**src/rtl/emmc_traffic_gen.sv**
```systemverilog
// emmc_traffic_gen: pattern traffic generator / checker sitting on top of emmc_sm.
// Each loop writes N = max(blk_cnt,1)*WORDS_PER_BLK words of a pattern, then reads
// them back and compares against an independently regenerated copy of the pattern.
//
// Ports
//   clk_i, rst_i          clock, synchronous active-high reset
//   run_i                 level enable; sampled at start and at read-op boundaries
//   mode_i                pattern: 0 ALT, 1 INC, 2 LFSR (INC if LFSR disabled), 3 INC
//   blk_cnt_i, loops_i    blocks per op, write/read iterations (0 = unlimited)
//   we_o, start_o         command strobes toward emmc_sm (held in CMD states)
//   dat_o                 write data word, advances on each ready_i in WR_DATA
//   blk_cnt_o             latched block count
//   dat_i, dvalid_i       read data from emmc_sm
//   ready_i               command/data accept from emmc_sm
//   busy_o, done_o, pass_o, err_cnt_o, first_err_vld_o, first_err_idx_o, loop_cnt_o
//                         status
//
// Build option: define EMMC_TRAFFIC_GEN_LFSR_EN to include the LFSR generators.
module emmc_traffic_gen #(
    parameter int unsigned DAT_WIDTH     = 8,
    parameter int unsigned WORDS_PER_BLK = 512,
    parameter int unsigned BLK_CNT_W     = 16,
    parameter int unsigned ERR_W         = 16,
    parameter int unsigned SEED          = 'h55,
    parameter int unsigned LFSR_TAPS     = 'hB8
) (
    input  logic                 clk_i,
    input  logic                 rst_i,
    input  logic                 run_i,
    input  logic [1:0]           mode_i,
    input  logic [BLK_CNT_W-1:0] blk_cnt_i,
    input  logic [15:0]          loops_i,
    output logic                 we_o,
    output logic                 start_o,
    output logic [DAT_WIDTH-1:0] dat_o,
    output logic [BLK_CNT_W-1:0] blk_cnt_o,
    input  logic [DAT_WIDTH-1:0] dat_i,
    input  logic                 dvalid_i,
    input  logic                 ready_i,
    output logic                 busy_o,
    output logic                 done_o,
    output logic                 pass_o,
    output logic [ERR_W-1:0]     err_cnt_o,
    output logic                 first_err_vld_o,
    output logic [31:0]          first_err_idx_o,
    output logic [15:0]          loop_cnt_o
);

    localparam int unsigned CNT_W = 32;
    localparam logic [DAT_WIDTH-1:0] SEED_W = DAT_WIDTH'(SEED);
`ifdef EMMC_TRAFFIC_GEN_LFSR_EN
    localparam logic [DAT_WIDTH-1:0] TAPS_W = DAT_WIDTH'(LFSR_TAPS);
`endif

    typedef enum logic [2:0] {
        S_IDLE,
        S_WR_CMD,
        S_WR_DATA,
        S_RD_CMD,
        S_RD_DATA,
        S_DONE
    } state_t;

    state_t                 state_q, state_d;
    logic [CNT_W-1:0]       n_q, n_d;
    logic [CNT_W-1:0]       k_q, k_d;
    logic [15:0]            loop_cnt_q, loop_cnt_d;
    logic [1:0]             mode_q, mode_d;
    logic [BLK_CNT_W-1:0]   blk_cnt_q, blk_cnt_d;
    logic [15:0]            loops_q, loops_d;
    logic [ERR_W-1:0]       err_cnt_q, err_cnt_d;
    logic                   first_err_vld_q, first_err_vld_d;
    logic [31:0]            first_err_idx_q, first_err_idx_d;
    logic [DAT_WIDTH-1:0]   dat_q, dat_d;
    logic                   we_q, we_d;
    logic                   start_q, start_d;
    logic                   busy_q, busy_d;
    logic                   done_q, done_d;
    logic                   pass_q, pass_d;
`ifdef EMMC_TRAFFIC_GEN_LFSR_EN
    logic [DAT_WIDTH-1:0]   wr_lfsr_q, wr_lfsr_d;
    logic [DAT_WIDTH-1:0]   rd_lfsr_q, rd_lfsr_d;
`endif

    logic [BLK_CNT_W-1:0]   blk_eff_c;
    logic [CNT_W-1:0]       last_idx_c;
    logic                   alt_sel_c;
    logic                   lfsr_sel_c;
    logic [DAT_WIDTH-1:0]   rd_exp_c;

    // ALT/INC word for index n of op k; only the parity/low bits of n+k matter
    function automatic logic [DAT_WIDTH-1:0] pat_word(input logic [CNT_W-1:0] n,
                                                      input logic [CNT_W-1:0] k,
                                                      input logic             alt);
        logic [DAT_WIDTH-1:0] s;
        s = DAT_WIDTH'(n) + DAT_WIDTH'(k);
        if (alt) begin
            return s[0] ? ~SEED_W : SEED_W;
        end
        return s;
    endfunction

`ifdef EMMC_TRAFFIC_GEN_LFSR_EN
    // Galois right-shift step
    function automatic logic [DAT_WIDTH-1:0] lfsr_step(input logic [DAT_WIDTH-1:0] s);
        return s[0] ? ((s >> 1) ^ TAPS_W) : (s >> 1);
    endfunction

    // Per-op seed; an all-zero seed would lock the LFSR, so it becomes 1
    function automatic logic [DAT_WIDTH-1:0] lfsr_seed(input logic [CNT_W-1:0] k);
        logic [DAT_WIDTH-1:0] s;
        s = SEED_W ^ DAT_WIDTH'(k);
        return (s == '0) ? DAT_WIDTH'(1) : s;
    endfunction
`endif

    // Words per op: blk_cnt 0 behaves as 1 block
    assign blk_eff_c  = (blk_cnt_q == '0) ? BLK_CNT_W'(1) : blk_cnt_q;
    assign last_idx_c = (CNT_W'(blk_eff_c) * CNT_W'(WORDS_PER_BLK)) - CNT_W'(1);
    assign alt_sel_c  = (mode_q == 2'd0);
`ifdef EMMC_TRAFFIC_GEN_LFSR_EN
    assign lfsr_sel_c = (mode_q == 2'd2);
    assign rd_exp_c   = lfsr_sel_c ? rd_lfsr_q : pat_word(n_q, k_q, alt_sel_c);
`else
    assign lfsr_sel_c = 1'b0;
    assign rd_exp_c   = pat_word(n_q, k_q, alt_sel_c);
`endif

    // Next-state, counters and registered-output decode
    always_comb begin
        state_d         = state_q;
        n_d             = n_q;
        k_d             = k_q;
        loop_cnt_d      = loop_cnt_q;
        mode_d          = mode_q;
        blk_cnt_d       = blk_cnt_q;
        loops_d         = loops_q;
        err_cnt_d       = err_cnt_q;
        first_err_vld_d = first_err_vld_q;
        first_err_idx_d = first_err_idx_q;
        dat_d           = dat_q;
`ifdef EMMC_TRAFFIC_GEN_LFSR_EN
        wr_lfsr_d       = wr_lfsr_q;
        rd_lfsr_d       = rd_lfsr_q;
`endif

        case (state_q)
            S_IDLE: begin
                if (run_i) begin
                    state_d         = S_WR_CMD;
                    mode_d          = mode_i;
                    blk_cnt_d       = blk_cnt_i;
                    loops_d         = loops_i;
                    n_d             = '0;
                    k_d             = '0;
                    loop_cnt_d      = '0;
                    err_cnt_d       = '0;
                    first_err_vld_d = 1'b0;
                    first_err_idx_d = '1;
                end
            end
            S_WR_CMD: begin
                if (ready_i) begin
                    state_d = S_WR_DATA;
                    n_d     = '0;
`ifdef EMMC_TRAFFIC_GEN_LFSR_EN
                    wr_lfsr_d = lfsr_seed(k_q);
`endif
                end
            end
            S_WR_DATA: begin
                if (ready_i) begin
                    if (n_q == last_idx_c) begin
                        state_d = S_RD_CMD;
                        n_d     = '0;
                    end else begin
                        n_d = n_q + CNT_W'(1);
`ifdef EMMC_TRAFFIC_GEN_LFSR_EN
                        wr_lfsr_d = lfsr_step(wr_lfsr_q);
`endif
                    end
                end
            end
            S_RD_CMD: begin
                if (ready_i) begin
                    state_d = S_RD_DATA;
                    n_d     = '0;
`ifdef EMMC_TRAFFIC_GEN_LFSR_EN
                    rd_lfsr_d = lfsr_seed(k_q);
`endif
                end
            end
            S_RD_DATA: begin
                if (dvalid_i) begin
                    if (dat_i != rd_exp_c) begin
                        if (err_cnt_q != '1) begin
                            err_cnt_d = err_cnt_q + ERR_W'(1);
                        end
                        if (!first_err_vld_q) begin
                            first_err_vld_d = 1'b1;
                            first_err_idx_d = n_q;
                        end
                    end
                    if (n_q == last_idx_c) begin
                        n_d        = '0;
                        k_d        = k_q + CNT_W'(1);
                        loop_cnt_d = loop_cnt_q + 16'd1;
                        // run_i is only honoured here, at the end of a read op
                        if (((loops_q != 16'd0) && (loop_cnt_d == loops_q)) || !run_i) begin
                            state_d = S_DONE;
                        end else begin
                            state_d = S_WR_CMD;
                        end
                    end else begin
                        n_d = n_q + CNT_W'(1);
`ifdef EMMC_TRAFFIC_GEN_LFSR_EN
                        rd_lfsr_d = lfsr_step(rd_lfsr_q);
`endif
                    end
                end
            end
            S_DONE: begin
                if (!run_i) begin
                    state_d = S_IDLE;
                end
            end
            default: begin
                state_d = S_IDLE;
            end
        endcase

        // Present word n_d on dat_o whenever WR_DATA is (still) the next state
        if (state_d == S_WR_DATA) begin
`ifdef EMMC_TRAFFIC_GEN_LFSR_EN
            dat_d = lfsr_sel_c ? wr_lfsr_d : pat_word(n_d, k_d, alt_sel_c);
`else
            dat_d = pat_word(n_d, k_d, alt_sel_c);
`endif
        end

        we_d    = (state_d == S_WR_CMD);
        start_d = (state_d == S_WR_CMD) || (state_d == S_RD_CMD);
        busy_d  = (state_d != S_IDLE) && (state_d != S_DONE);
        done_d  = (state_d == S_DONE);
        pass_d  = done_d && (err_cnt_d == '0);
    end

    // State and output registers
    always_ff @(posedge clk_i) begin
        if (rst_i) begin
            state_q         <= S_IDLE;
            n_q             <= '0;
            k_q             <= '0;
            loop_cnt_q      <= '0;
            mode_q          <= '0;
            blk_cnt_q       <= '0;
            loops_q         <= '0;
            err_cnt_q       <= '0;
            first_err_vld_q <= 1'b0;
            first_err_idx_q <= '1;
            dat_q           <= '0;
            we_q            <= 1'b0;
            start_q         <= 1'b0;
            busy_q          <= 1'b0;
            done_q          <= 1'b0;
            pass_q          <= 1'b0;
`ifdef EMMC_TRAFFIC_GEN_LFSR_EN
            wr_lfsr_q       <= SEED_W;
            rd_lfsr_q       <= SEED_W;
`endif
        end else begin
            state_q         <= state_d;
            n_q             <= n_d;
            k_q             <= k_d;
            loop_cnt_q      <= loop_cnt_d;
            mode_q          <= mode_d;
            blk_cnt_q       <= blk_cnt_d;
            loops_q         <= loops_d;
            err_cnt_q       <= err_cnt_d;
            first_err_vld_q <= first_err_vld_d;
            first_err_idx_q <= first_err_idx_d;
            dat_q           <= dat_d;
            we_q            <= we_d;
            start_q         <= start_d;
            busy_q          <= busy_d;
            done_q          <= done_d;
            pass_q          <= pass_d;
`ifdef EMMC_TRAFFIC_GEN_LFSR_EN
            wr_lfsr_q       <= wr_lfsr_d;
            rd_lfsr_q       <= rd_lfsr_d;
`endif
        end
    end

    assign we_o            = we_q;
    assign start_o         = start_q;
    assign dat_o           = dat_q;
    assign blk_cnt_o       = blk_cnt_q;
    assign busy_o          = busy_q;
    assign done_o          = done_q;
    assign pass_o          = pass_q;
    assign err_cnt_o       = err_cnt_q;
    assign first_err_vld_o = first_err_vld_q;
    assign first_err_idx_o = first_err_idx_q;
    assign loop_cnt_o      = loop_cnt_q;

endmodule
```
**config.mk**
```make
export PLATFORM = sky130hd
export DESIGN_NAME = emmc_traffic_gen
export DESIGN_NICKNAME = d
export VERILOG_FILES = /design/src/rtl/emmc_traffic_gen.sv
export SDC_FILE = /design/constraint.sdc
export NUM_CORES = 1
export LEC_CHECK = 0
export ABC_AREA = 1
export CORE_MARGIN = 1.5
export CORE_UTILIZATION = 65
export CTS_CLUSTER_DIAMETER = 60
export DETAILED_ROUTE_END_ITERATION = 7
export DONT_BUFFER_PORTS = 1
export PLACE_DENSITY = 0.85
export SLEW_MARGIN = 20
export SYNTH_ARGS = -nofsm -noshare
export SYNTH_HDL_FRONTEND = slang
export SYNTH_SLANG_ARGS = --single-unit
export TNS_END_PERCENT = 100
```
**constraint.sdc**
```tcl
create_clock -name clk_i -period 5 [get_ports clk_i]
set_input_delay 1.25 -clock clk_i [delete_from_list [all_inputs] [get_ports clk_i]]
set_output_delay 1.25 -clock clk_i [all_outputs]
set_load 0.005 [all_outputs]
```
; ---- After elaboration in Yosys (flattened, before gate mapping)
; Cells that the tools add are included.
; W data, S select, Z words.
[op_classes]
n_addsub = 7
eq_ne = 21
mux = 47
reduce_logical = 20
[op_table]
columns = cell, n
row1 = $mux W32, 12
row2 = $mux W16, 8
row3 = $pmux W32 S2, 2
row4 = $pmux W32 S4, 1
row5 = $add A32 B1 Y32 const B, 2
row6 = $pmux W16 S2, 2
row7 = $mux W8, 6
row8 = $add A16 B1 Y16 const B, 2
row9 = $eq A32 B32 Y1, 1
row10 = $logic_not A16 Y1, 2
row11 = $mux W3, 9
row12 = $sub A25 B1 Y26 const B, 1
row13 = $pmux W3 S6, 1
row14 = $add A8 B8 Y8, 2
row15 = $eq A16 B16 Y1, 1
row16 = $ne A16 B16 Y1 const B, 1
row17 = $reduce_bool A16 Y1, 1
row18 = $eq A3 B2 Y1 const B, 4
row19 = $ne A2 B2 Y1 const B, 6
row20 = $reduce_and A5 Y1, 2
row21 = $eq A3 B3 Y1 const B, 3
row22 = $ne A8 B8 Y1, 1
row23 = $reduce_and A4 Y1, 2
row24 = $eq A3 B1 Y1 const B, 2
row25 = 14 further kinds, 21
[word_totals]
register_bits = 179
inputBits = 47
out_inout_bits = 94
wordCells = 113

; ---- Depth between registers and ports, before layout
; Gate-level depths: netlist of run 1.
[logic_depth]
word_depth = 11
mapped_depth = 41
ltp_nobuf = 41

; ---- Least setup slack after synthesis of run 1
; OpenSTA, ideal clock, no wires.
[synth_timing]
path_type = register -> register
startpoint = reg blk_cnt_q[4] (netlist: blk_cnt_o[4])
endpoint = reg dat_q[7] (netlist: dat_o[7])
setup_ns = 0.132
arrival_ns = 3.929
required_time_ns = 4.868
slack_ns = 0.939
path_stages_with_launch = 41
path_buffers = 0
period_less_slack_ns = 4.061
path_cell_list = dfxtp_1 -> nor2_1 -> nand2_1 -> nor2_1 -> nand2_2 -> nand2_2 -> inv_2 -> ha_1 -> nand2_2 -> inv_1 -> nand2_1 -> nand2_1 -> nand2_1 -> nand2_1 -> nor2_1 -> nand4_1 -> nor2_1 -> nand3_2 -> [5 not listed] -> ha_1 -> a21oi_1 -> nand2_1 -> a21oi_1 -> inv_1 -> a21oi_1 -> nor2_1 -> nor2_1 -> inv_1 -> a21o_1 -> inv_1 -> nand2_1 -> nand2_1 -> inv_1 -> nand2_1 -> nand3_1 -> nand2_1 -> a21oi_1
[synth_via]
word_cells_on_any_way = 21
classes_between = add/sub: 2 / eq/ne: 2 / mux: 16 / reduce/logical: 1
[synth_rtl]
columns = item, line_no
row1 = start: declaration, 69  ; logic [BLK_CNT_W-1:0] blk_cnt_q, blk_cnt_d;
row2 = start signal: assignment, 277  ; blk_cnt_q <= blk_cnt_d;
row3 = $logic_not A16 Y1, 118  ; assign blk_eff_c = (blk_cnt_q == '0) ? BLK_CNT_W'(1) : blk_cnt_q;
row4 = $mux W16 *, 118
row5 = $sub A25 B1 Y26 *, 119  ; assign last_idx_c = (CNT_W'(blk_eff_c) * CNT_W'(WORDS_PER_BLK)) - CNT_W'(1);
row6 = $eq A32 B32 Y1 *, 204  ; if (n_q == last_idx_c) begin
row7 = $mux W32 *, 204
row8 = $mux W32 *, 194  ; if (dvalid_i) begin
row9 = $pmux W32 S2 *, 147  ; case (state_q)
row10 = net k_d[2], 66  ; logic [CNT_W-1:0] k_q, k_d;
row11 = $add A8 B8 Y8 *, 96  ; s = DAT_WIDTH'(n) + DAT_WIDTH'(k);
row12 = $mux W8 *, 100  ; return s;
row13 = end signal: assignment, 282  ; dat_q <= dat_d;
row14 = end: declaration, 74  ; logic [DAT_WIDTH-1:0] dat_q, dat_d;
; The timed path passes the listed nets; every way through them passes the cells marked *. The select of a mux whose other input is x is not followed.
; A chain may end at the register's enable or synchronous reset.

; ---- Worst setup path in the final report of run 1
[layout_timing]
startpoint = reg blk_cnt_q[3] (netlist: blk_cnt_o[3])
endpoint = reg dat_q[7] (netlist: dat_o[7])
; The elaborated chain is that of the path after synthesis.

==> flow_summary_export.csv, run 1 <==
group,metric,value,unit
run_status,outcome,"finished, final reports clean",
setup_path,cpMostUsedCell,"nand2_1",
placement,dp_cells,1540,
clock_network,clockBufferDepth,2,
setup_path,arrival,4.97,ns
route,vias,9491,
layout,nFillCells,1177,
layout,multi_input_area,5470,µm²
setup_path,crit_slowest_cell,"dfxtp_1",
layout,regArea,3120,µm²
route,wirelength,25700,µm
global_routing,grt-ovfl-total,0,
yosys,syn_inst,1401,
yosys,synthFlopType,"dfxtp_1",
yosys,synth_edf_count,0,
timing,setup-tns-final,0,ns
yosys,syn_nets,1469,
floorplan,row_count,43,
layout,diodes,0,
floorplan,die_h,123,µm
yosys,yosysSeqAreaShare,33.2,%
route,first_pass_iters,6,
clock_network,h-tree-depth,4,
yosys,synth.largest_area_cell,"dfxtp_1",
floorplan,ios,141,
placement,place_congestion,0.971,
placement,dpl.hpwl,18400,µm
setup_path,critPathKind,"flop to flop",
yosys,netlist_area,9340,µm²
global_routing,grt_pass1_wl,40000,µm
floorplan,start_util,67.0,%
timing,fin_skew,0.00992,ns
setup_path,slowest_delay,0.38,ns
global_routing,grt_pass1_vias,8185,
layout,layout.nets,1451,
timing,tightest_slew,1.06,ns
power_and_ir_drop,ir_drop,0.225,mV
yosys,ys_ff_latch,155,
clock_network,root_buffer,"clkbuf_16",
timing,fin_crit,4.61,ns
floorplan,die_w,123,µm
power_and_ir_drop,power.density,314,nW/µm²
route,drt-vias-per-instance,6.02,
floorplan,core,13900,µm²
layout,final_common_cell,"nand2_1",
route,wl_per_cell,16.3,µm
yosys,ys_types,55,
setup_path,critical_path_peak_fanout,6,
yosys,async_reset_ff_share,0,%
yosys,synth_area_leaders,"dfxtp_1 33%, nand2_1 13%, a21oi_1 6.9%, inv_1 6.3%, nor2_1 5.4%",
timing,finalHoldViolations,0,
layout,final_cell_mix,"319 x nand2_1, 156 x inv_1, 146 x dfxtp_1",
setup_path,cp-end-kind,"flop",
yosys,syn_area_per_cell,6.67,µm²
global_routing,antenna_found_initial,0,
route,route.detailed.drc,0,
clock_network,hold_buffers,0,
timing,relSlewSlack,29.3,%
clock_network,cts_tree,"built",
timing,fmax,217,MHz
yosys,yosys_warnings,0,
layout,stdcell_count,1576,
clock_network,numClockSinks,155,
clock_network,clkSlewWorstSetupHoldPaths,0.07,ns
layout,drive_gt1_share,10.2,%
layout,area_growth,8.30,%
setup_path,required,5.36,ns
yosys,yosys.area.top_type_share,33.2,%
run,drv_cap,0,
clock_network,numCtsBuffers,17,
global_routing,grt_max_degree,95,
placement,port-buffer-count,0,
floorplan,die_area,15100,µm²
global_routing,grt_use_total,33.8,%
route,drt_iter0_markers,1025,
route,postRouteAntennaNets,0,
setup_path,cp-start-kind,"flop",
timing,report.final.slew_viol_count,0,
timing,post-route-period-util,92.1,%
timing,setup_viol,0,
clock_network,clock_latency,0.44,ns
power_and_ir_drop,p_leak,0.00432,µW
worst_hold_path,worstHoldPathType,"flop to flop",
==> report_power, final <==
group	internal [µW]	switching, µW
clock	767	546
sequential	1310	75.7
combinational	156	323
==> logic make-up (layout without fill, tap and decap cells) <==
group | count (synthesis) | after routing | share of synthesized area, %
AO/OA/AOI/OAI | 273 | 273 | 16.3
XOR/XNOR | 46 | 46 | 4.46
adder cells (fa/ha/maj) | 21 | 21 | 2.97
buffers and inverters | 214 | 209 | 8.96
flip-flops | 155 | 155 | 33.2
AND/OR/NAND/NOR | 692 | 692 | 34.1
==> layout make-up <==
| type | count | area share [%] |
|---|---|---|
| Clock inverter | 12 | 1.34 |
| Inverter | 163 | 6.05 |
| Tap cell | 180 | 2.23 |
| Timing Repair Buffer | 14 | 1.04 |
| Clock buffer | 20 | 4.51 |
| Sequential cell | 155 | 30.8 |
| Multi-Input combinational cell | 1032 | 54.0 |
==> synth_stat cells, drive strengths merged, types with 3 or more instances <==
| library cell | number |
|---|---|
| a211oi | 12 |
| a21boi | 3 |
| a21oi | 131 |
| a31oi | 7 |
| buf | 10 |
| clkbuf | 41 |
| dfxtp | 155 |
| ha | 19 |
| inv | 163 |
| nand2 | 332 |
| nand3 | 115 |
| nand3b | 5 |
| nand4 | 42 |
| nor2 | 152 |
| nor3 | 37 |
| nor4 | 3 |
| o211ai | 3 |
| o21ai | 105 |
| xnor2 | 11 |
| xor2 | 34 |
==> metrics by stage <==
step	worst slack, ns	power, µW	utilization (%)	instance area [µm²]	hold slack [ns]
after floorplan	0.939	1760	-	9340	0.455
after global placement	0.560	1850	67.6	9430	0.461
after detailed placement	0.407	1860	67.6	9430	0.467
after CTS	0.324	3150	71.9	10000	0.482
after global routing	-0.114	3300	72.6	10100	0.505
final	0.393	3180	72.6	10100	0.482
==> critical path, delay by kind of cell (launching register included) <==
| kind | cells | cell delay (ns) |
|---|---|---|
| AOI/OAI and AO/OA | 5 | 0.68 |
| xor gates and xnor gates | 2 | 0.39 |
| adders and majority gates | 2 | 0.49 |
| buffers and inverters | 5 | 0.32 |
| DFF | 1 | 0.38 |
| and+or+nand+nor | 22 | 2.25 |
==> sequential cells by signal, indices dropped and copies added, names as in the netlist, 2 cells and up <==
signal	cells
loop_cnt_o	16
k_q	8
err_cnt_o	16
blk_cnt_o	16
n_q	32
first_err_idx_o	32
mode_q	2
loops_q	16
dat_o	8
state_q	3
==> final timing paths <==
| check | from | end | slack, ns | cells after the start |
|---|---|---|---|---|
| worst max-delay path | blk_cnt_o[3] | dat_o[7] | 0.39 | 36 |
| worst min-delay path | first_err_idx_o[28] | first_err_idx_o[28] | 0.48 | 2 |
| worst max register to register | blk_cnt_o[3] | dat_o[7] | 0.39 | 36 |
| worst min register to register | first_err_idx_o[28] | first_err_idx_o[28] | 0.48 | 2 |
==> timing repair <==
| action | CTS | global route |
|---|---|---|
| buffers inserted | 0 | 4 |
| resized for setup | 0 | 24 |
| endpoints found under the setup margin | 0 | 2 |
==> per-layer routing <==
| metal | vias up | global-route usage (%) | wire length [µm] |
|---|---|---|---|
| li1 | 4596 | - | - |
| met1 | 4322 | 43.0 | 10500 |
| met2 | 488 | 54.8 | 11900 |
| met3 | 85 | 7.20 | 2180 |
| met4 | 0 | 15.3 | 1040 |
| met5 | - | 0 | 0 |
No activity file was read; power rests on OpenSTA's default activity.
==> run 2, diff against run 1 <==
--- a/config.mk
+++ b/config.mk
@@ -11,6 +11,7 @@
 export CTS_CLUSTER_DIAMETER = 60
 export DETAILED_ROUTE_END_ITERATION = 7
 export DONT_BUFFER_PORTS = 1
+export MAX_ROUTING_LAYER = met4
 export PLACE_DENSITY = 0.85
 export SLEW_MARGIN = 20
 export SYNTH_ARGS = -nofsm -noshare
==> constraint.sdc (replaced) <==
create_clock -name clk_i -period 4.3 [get_ports clk_i]
set_input_delay 1.075 -clock clk_i [delete_from_list [all_inputs] [get_ports clk_i]]
set_output_delay 1.075 -clock clk_i [all_outputs]
set_load 0.005 [all_outputs]
==> flow_summary_export.csv, run 2 (synthesized netlist as in run 1, its figures left out) <==
group,metric,value,unit
timing,fin_crit,4.33,ns
worst_hold_path,whs_path_depth,2,
floorplan,core,13900,µm²
clock_network,numCtsBuffers,17,
timing,setup_viol,1,
floorplan,die_w,123,µm
layout,area_growth,14.0,%
setup_path,cp-start-kind,"flop",
route,drt_iter0_markers,1113,
clock_network,clock_latency,0.44,ns
power_and_ir_drop,ir_drop,0.271,mV
setup_path,r2r_setup_slack,-0.03,ns
global_routing,grt_busiest_layer,"met2",
worst_hold_path,holdPathEnd,"first_err_idx_o[22]",
power_and_ir_drop,p_leak,0.00456,µW
clock_network,hold_buffers,0,
global_routing,grt_pass1_vias,8874,
clock_network,h-tree-depth,4,
setup_path,critical_path_peak_fanout,6,
clock_network,clockBufferDepth,2,
clock_network,clkSlewWorstSetupHoldPaths,0.06,ns
placement,dp_cells,1570,
clock_network,numClockSinks,155,
setup_path,crit_slowest_cell,"dfxtp_2",
worst_hold_path,worstHoldPathType,"flop to flop",
setup_path,required,4.64,ns
timing,grt_setup_unrepaired,"yes",
run_status,outcome,"finished with violations",
global_routing,antenna_found_initial,0,
timing,final.setup.worst_slack,-0.0317,ns
route,vias,9841,
layout,final_cell_mix,"308 x nand2_1, 152 x inv_1, 142 x dfxtp_1",
layout,layout.nets,1495,
route,wl_per_cell,16.7,µm
timing,fin_skew,0.0120,ns
route,first_pass_iters,8,
global_routing,grt_use_total,36.2,%
global_routing,grt_max_degree,95,
timing,relSlewSlack,30.7,%
floorplan,die_h,123,µm
layout,diodes,0,
route,postRouteAntennaNets,0,
placement,dpl.hpwl,18600,µm
setup_path,rr_endpoint,"dat_o[7]",
route,wirelength,27000,µm
global_routing,gr-usage-met2,57.0,%
global_routing,gr-usage-met1,44.6,%
floorplan,start_util,67.0,%
power_and_ir_drop,power.density,361,nW/µm²
route,route.detailed.drc,4,
timing,post-route-period-util,101,%
floorplan,row_count,43,
setup_path,reg2reg_from,"blk_cnt_o[9]",
timing,tightest_slew,1.04,ns
layout,drive_gt1_share,15.6,%
setup_path,cpMostUsedCell,"nand2_1",
timing,finalHoldViolations,0,
clock_network,root_buffer,"clkbuf_16",
placement,port-buffer-count,0,
worst_hold_path,hp-start,"first_err_idx_o[22]",
clock_network,cts_tree,"built",
setup_path,r2r_cells,40,
run,drv_cap,0,
global_routing,met3_usage,7.33,%
global_routing,grt_pass1_wl,42000,µm
run_status,failed_checks,"DRC, setup timing",
setup_path,critPathKind,"flop to flop",
timing,fmax,231,MHz
timing,report.final.slew_viol_count,0,
setup_path,cp-end-kind,"flop",
setup_path,arrival,4.67,ns
route,drt-vias-per-instance,6.07,
placement,place_congestion,0.998,
layout,final_common_cell,"nand2_1",
layout,stdcell_count,1620,
global_routing,grt-ovfl-total,0,
layout,finalCoreUtilization,76.4,%
setup_path,slowest_delay,0.34,ns
floorplan,ios,141,
floorplan,die_area,15100,µm²
-- run 2: cell types whose count changed in the layout (fill, tap and decap cells not counted), moves of 5 or more --
cell     change
buf_4       +41
nand2_1     -11
nand2_2     +11
nor2_4       +7
dfxtp_2      +5
nand3_1      -5
nand3_2      +5
nor2_2       -5
-- run 2: how the worst max path moves through the flow --
stage | startpoint | to | slack (ns) | cells after the start
floorplan | blk_cnt_o[4] | dat_o[7] | 0.24 | 40
global placement | blk_cnt_o[10] | dat_o[7] | 0.09 | 39
detailed placement | blk_cnt_o[10] | dat_o[7] | -0.21 | 39
CTS | blk_cnt_o[11] | dat_o[7] | 0.004 | 36
global route | blk_cnt_o[9] | dat_o[7] | -0.31 | 41
finish | blk_cnt_o[9] | dat_o[7] | -0.03 | 40
-- run 2: repair_timing --
item,in CTS,in global routing
setup buffers,10,8
resized for setup,18,57
pin swaps,13,37
setup endpoints to repair,2,4
-- run 2: metrics by stage --
stage / setup WS, ns / area, µm² / setup TNS [ns] / total power (µW) / hold WS (ns)
2_1_floorplan: 0.239 / 9340 / 0 / 2040 / 0.455
3_3_place_gp: 0.0872 / 9650 / 0 / 2190 / 0.459
3_5_place_dp: -0.212 / 9650 / -0.212 / 2210 / 0.468
4_1_cts: 0.00359 / 10400 / 0 / 3770 / 0.482
5_1_grt: -0.307 / 10600 / -0.529 / 3990 / 0.504
6_report: -0.0317 / 10600 / -0.0317 / 3840 / 0.476
-- run 2: cell type report --
class                           count  area (µm²)
Multi-Input combinational cell   1032        5640
Fill cell                        1081        3290
Sequential cell                   155        3120
Inverter                          163         617
Clock buffer                       21         470
Timing Repair Buffer               58         447
Tap cell                          180         225
Clock inverter                     11         134
-- run 2: critical path: cells and delay by family, from the launching register on --
family	cells	cell delay, ns
AOI/OAI and AO/OA	5	0.65
and+or+nand+nor	26	2.41
adders and majority gates	2	0.40
buffers and inverters	7	0.43
DFF	1	0.34
-- run 2: power breakdown --
part	internal, µW	switching [µW]	leakage, µW
Combinational	253	436	0.00300
Sequential	1520	74.7	0.00127
Clock	910	646	0.000289
-- run 2: metal layers --
| metal | part of all wire [%] | vias up | wire, µm |
|---|---|---|---|
| met5 | 0 | - | 0 |
| met4 | 3.9 | 0 | 1050 |
| met3 | 9.8 | 119 | 2660 |
| met2 | 47 | 557 | 12600 |
| met1 | 40 | 4480 | 10700 |
| li1 | - | 4685 | - |
==> patch (settings of run 2) <==
`ERR_W`: 16 -> 18.
--- a/src/rtl/emmc_traffic_gen.sv
+++ b/src/rtl/emmc_traffic_gen.sv
@@ -20,7 +20,7 @@
     parameter int unsigned DAT_WIDTH     = 8,
     parameter int unsigned WORDS_PER_BLK = 512,
     parameter int unsigned BLK_CNT_W     = 16,
-    parameter int unsigned ERR_W         = 16,
+    parameter int unsigned ERR_W         = 18,
     parameter int unsigned SEED          = 'h55,
     parameter int unsigned LFSR_TAPS     = 'hB8
 ) (
Interface: changed (resized err_cnt_o); port bits go from 141 to 143. The function was not compared with the original's and may differ.
==> patch against run 2 <==
  * The flow finishes with violations (negative setup slack)
  * Critical endpoint unchanged
  * Largest cell class unchanged
  * Die area up 3.7%
  * Power up 0.76%
  * Global-route usage up 0.39 points
  * Maximum frequency up 0.62%
  * Combinational power up 7.0%
  * Clock power down 3%
  * Sequential cell count up 2
  * Highest routed layer unchanged
  * Clock skew down 0.0040 ns
  * Worst setup slack better by 0.027 ns
  * Wire length up 3.9%
  * Area after synthesis up 3.8%
  * Final area up 2.2%
  * Synthesized cell count up 4.9%
  * Cell count up 4.4%
==> patch: results (changes against run 2) <==
| Metric | Value |
|---|---|
| Met2 Use GR | 0.592 (+0.0223) |
| Detailed-router iteration count before antenna repair | 6 (-2) |
| Setup Slack @ Placement | -0.139 ns (+0.0729 ns) |
| Met3 track demand over resource in global routing | 0.0676 (-0.00573) |
| Final setup violating endpoints | 1 (unchanged) |
| Layout buffering overhead excluding clock cells | 0.0369 (-0.00505) |
| Sequential element share of the synthesized area | 0.324 (-0.00792) |
| Leakage power summed over all cells | 4.70 nW (+3.1%) |
| Pin count of the biggest net entering global routing | 65 (-32%) |
| Number of DRC markers after the initial detailed-route iteration | 872 (-22%) |
| Cell types occupying the most area after synthesis | sky130_fd_sc_hd__dfxtp_1 (32%), sky130_fd_sc_hd__nand2_1 (12%), sky130_fd_sc_hd__nand3_1 (7.6%) |
| TNS Setup | -0.00500 ns (+0.0267 ns) |
| Via count of the first global-routing pass | 9,128 (+2.9%) |
| Worst reg2reg path startpoint | blk_cnt_o[13] |
| FILL cells | 1,226 (+13%) |
| Combined area of the multi-input logic cells | 5810 um^2 (+3.0%) |
| Hold path startpoint | first_err_idx_o[17] |
| Metal3 WL | 2.12 mm (-20%) |
| Met1 Usage GRT | 0.455 (+0.00911) |
| Sequential fraction of total cell area | 0.290 (-0.00288) |
| RD Place Congestion | 0.963 (-3.5%) |
| Worst slew margin relative to its limit | 0.269 (-0.0385) |
| Nonclk buf count | 53 (-8.6%) |
| Multi-input combinational cell count | 1,080 (+4.7%) |
| Fraction of registers with async set/reset | 0 (unchanged) |
| Worst slack on hold paths | 0.480 ns (+0.00446 ns) |
| First-pass GRT wire length | 45.3 mm (+7.7%) |
| Worst-case hold path end point | first_err_idx_o[17] |
| Most frequent cells after synthesis | sky130_fd_sc_hd__nand2_1 (322), sky130_fd_sc_hd__inv_1 (171), sky130_fd_sc_hd__nor2_1 (162) |
| Routed wire length per instance | 16.6 um (-0.48%) |
| Violated checks | negative setup slack |
| Count of inverters other than clock inverters in the layout | 185 (+13%) |
| Clock tree buffer count of the final layout | 17 (-19%) |
| Part of the total power dissipated in sequential elements | 0.420 (+0.004) |
| Count of mapped cells out of synthesis | 1,469 (+4.9%) |
| Count of nets after finishing | 1,562 (+4.5%) |
| Crit-path leading delay family | simple AND/OR/NAND/NOR gates |
| Overall fraction of global-route tracks in use | 0.366 (+0.00394) |
| Post-detailed-route via-to-cell ratio | 5.91 (-2.7%) |
| Number of clock sinks | 157 (+1.3%) |
| Maximum resistive drop on vdd | 0.000322 V (+19%) |
| Placed cell areas | 10,100 um^2 (+4.5%) |
| HPWL Detailed | 20.3 mm (+9.1%) |
| Final setup slack of the worst path | -0.00500 ns (+0.0267 ns) |
| Count of unique library cells instantiated by Yosys | 53 (-3.6%) |
| Status | finished, violations left |
| Total met2 wirelength after detailed routing | 13.2 mm (+4.5%) |
| Tap cell count | 184 (+2.2%) |
| Clock network power share | 0.390 (-0.015) |
==> patch: how the worst max path moves through the flow <==
stage,start,endpoint,slack (ns),cells past startpoint
finish,blk_cnt_o[13],dat_o[7],-0.005,40
global route,blk_cnt_o[13],dat_o[7],-0.41,35
CTS,blk_cnt_o[6],dat_o[7],0.02,39
detailed placement,blk_cnt_o[6],dat_o[7],-0.14,35
global placement,blk_cnt_o[10],dat_o[7],0.04,36
floorplan,blk_cnt_o[8],dat_o[7],0.12,37
==> patch: kinds of logic (layout without fill, tap and decap cells) <==
group                    Yosys count  count (layout)  synth area share
adder cells (fa/ha/maj)           21              21            0.0287
flip-flops                       157             157             0.324
AND/OR/NAND/NOR                  772             772             0.372
XOR/XNOR                          57              57            0.0515
buffers and inverters            232             270            0.0919
AO/OA/AOI/OAI                    230             230             0.132
==> patch: timing repair <==
action,in CTS,in global routing
buffers inserted,3,3
endpoints found under the setup margin,2,4
pin swaps,3,20
resized for setup,7,43
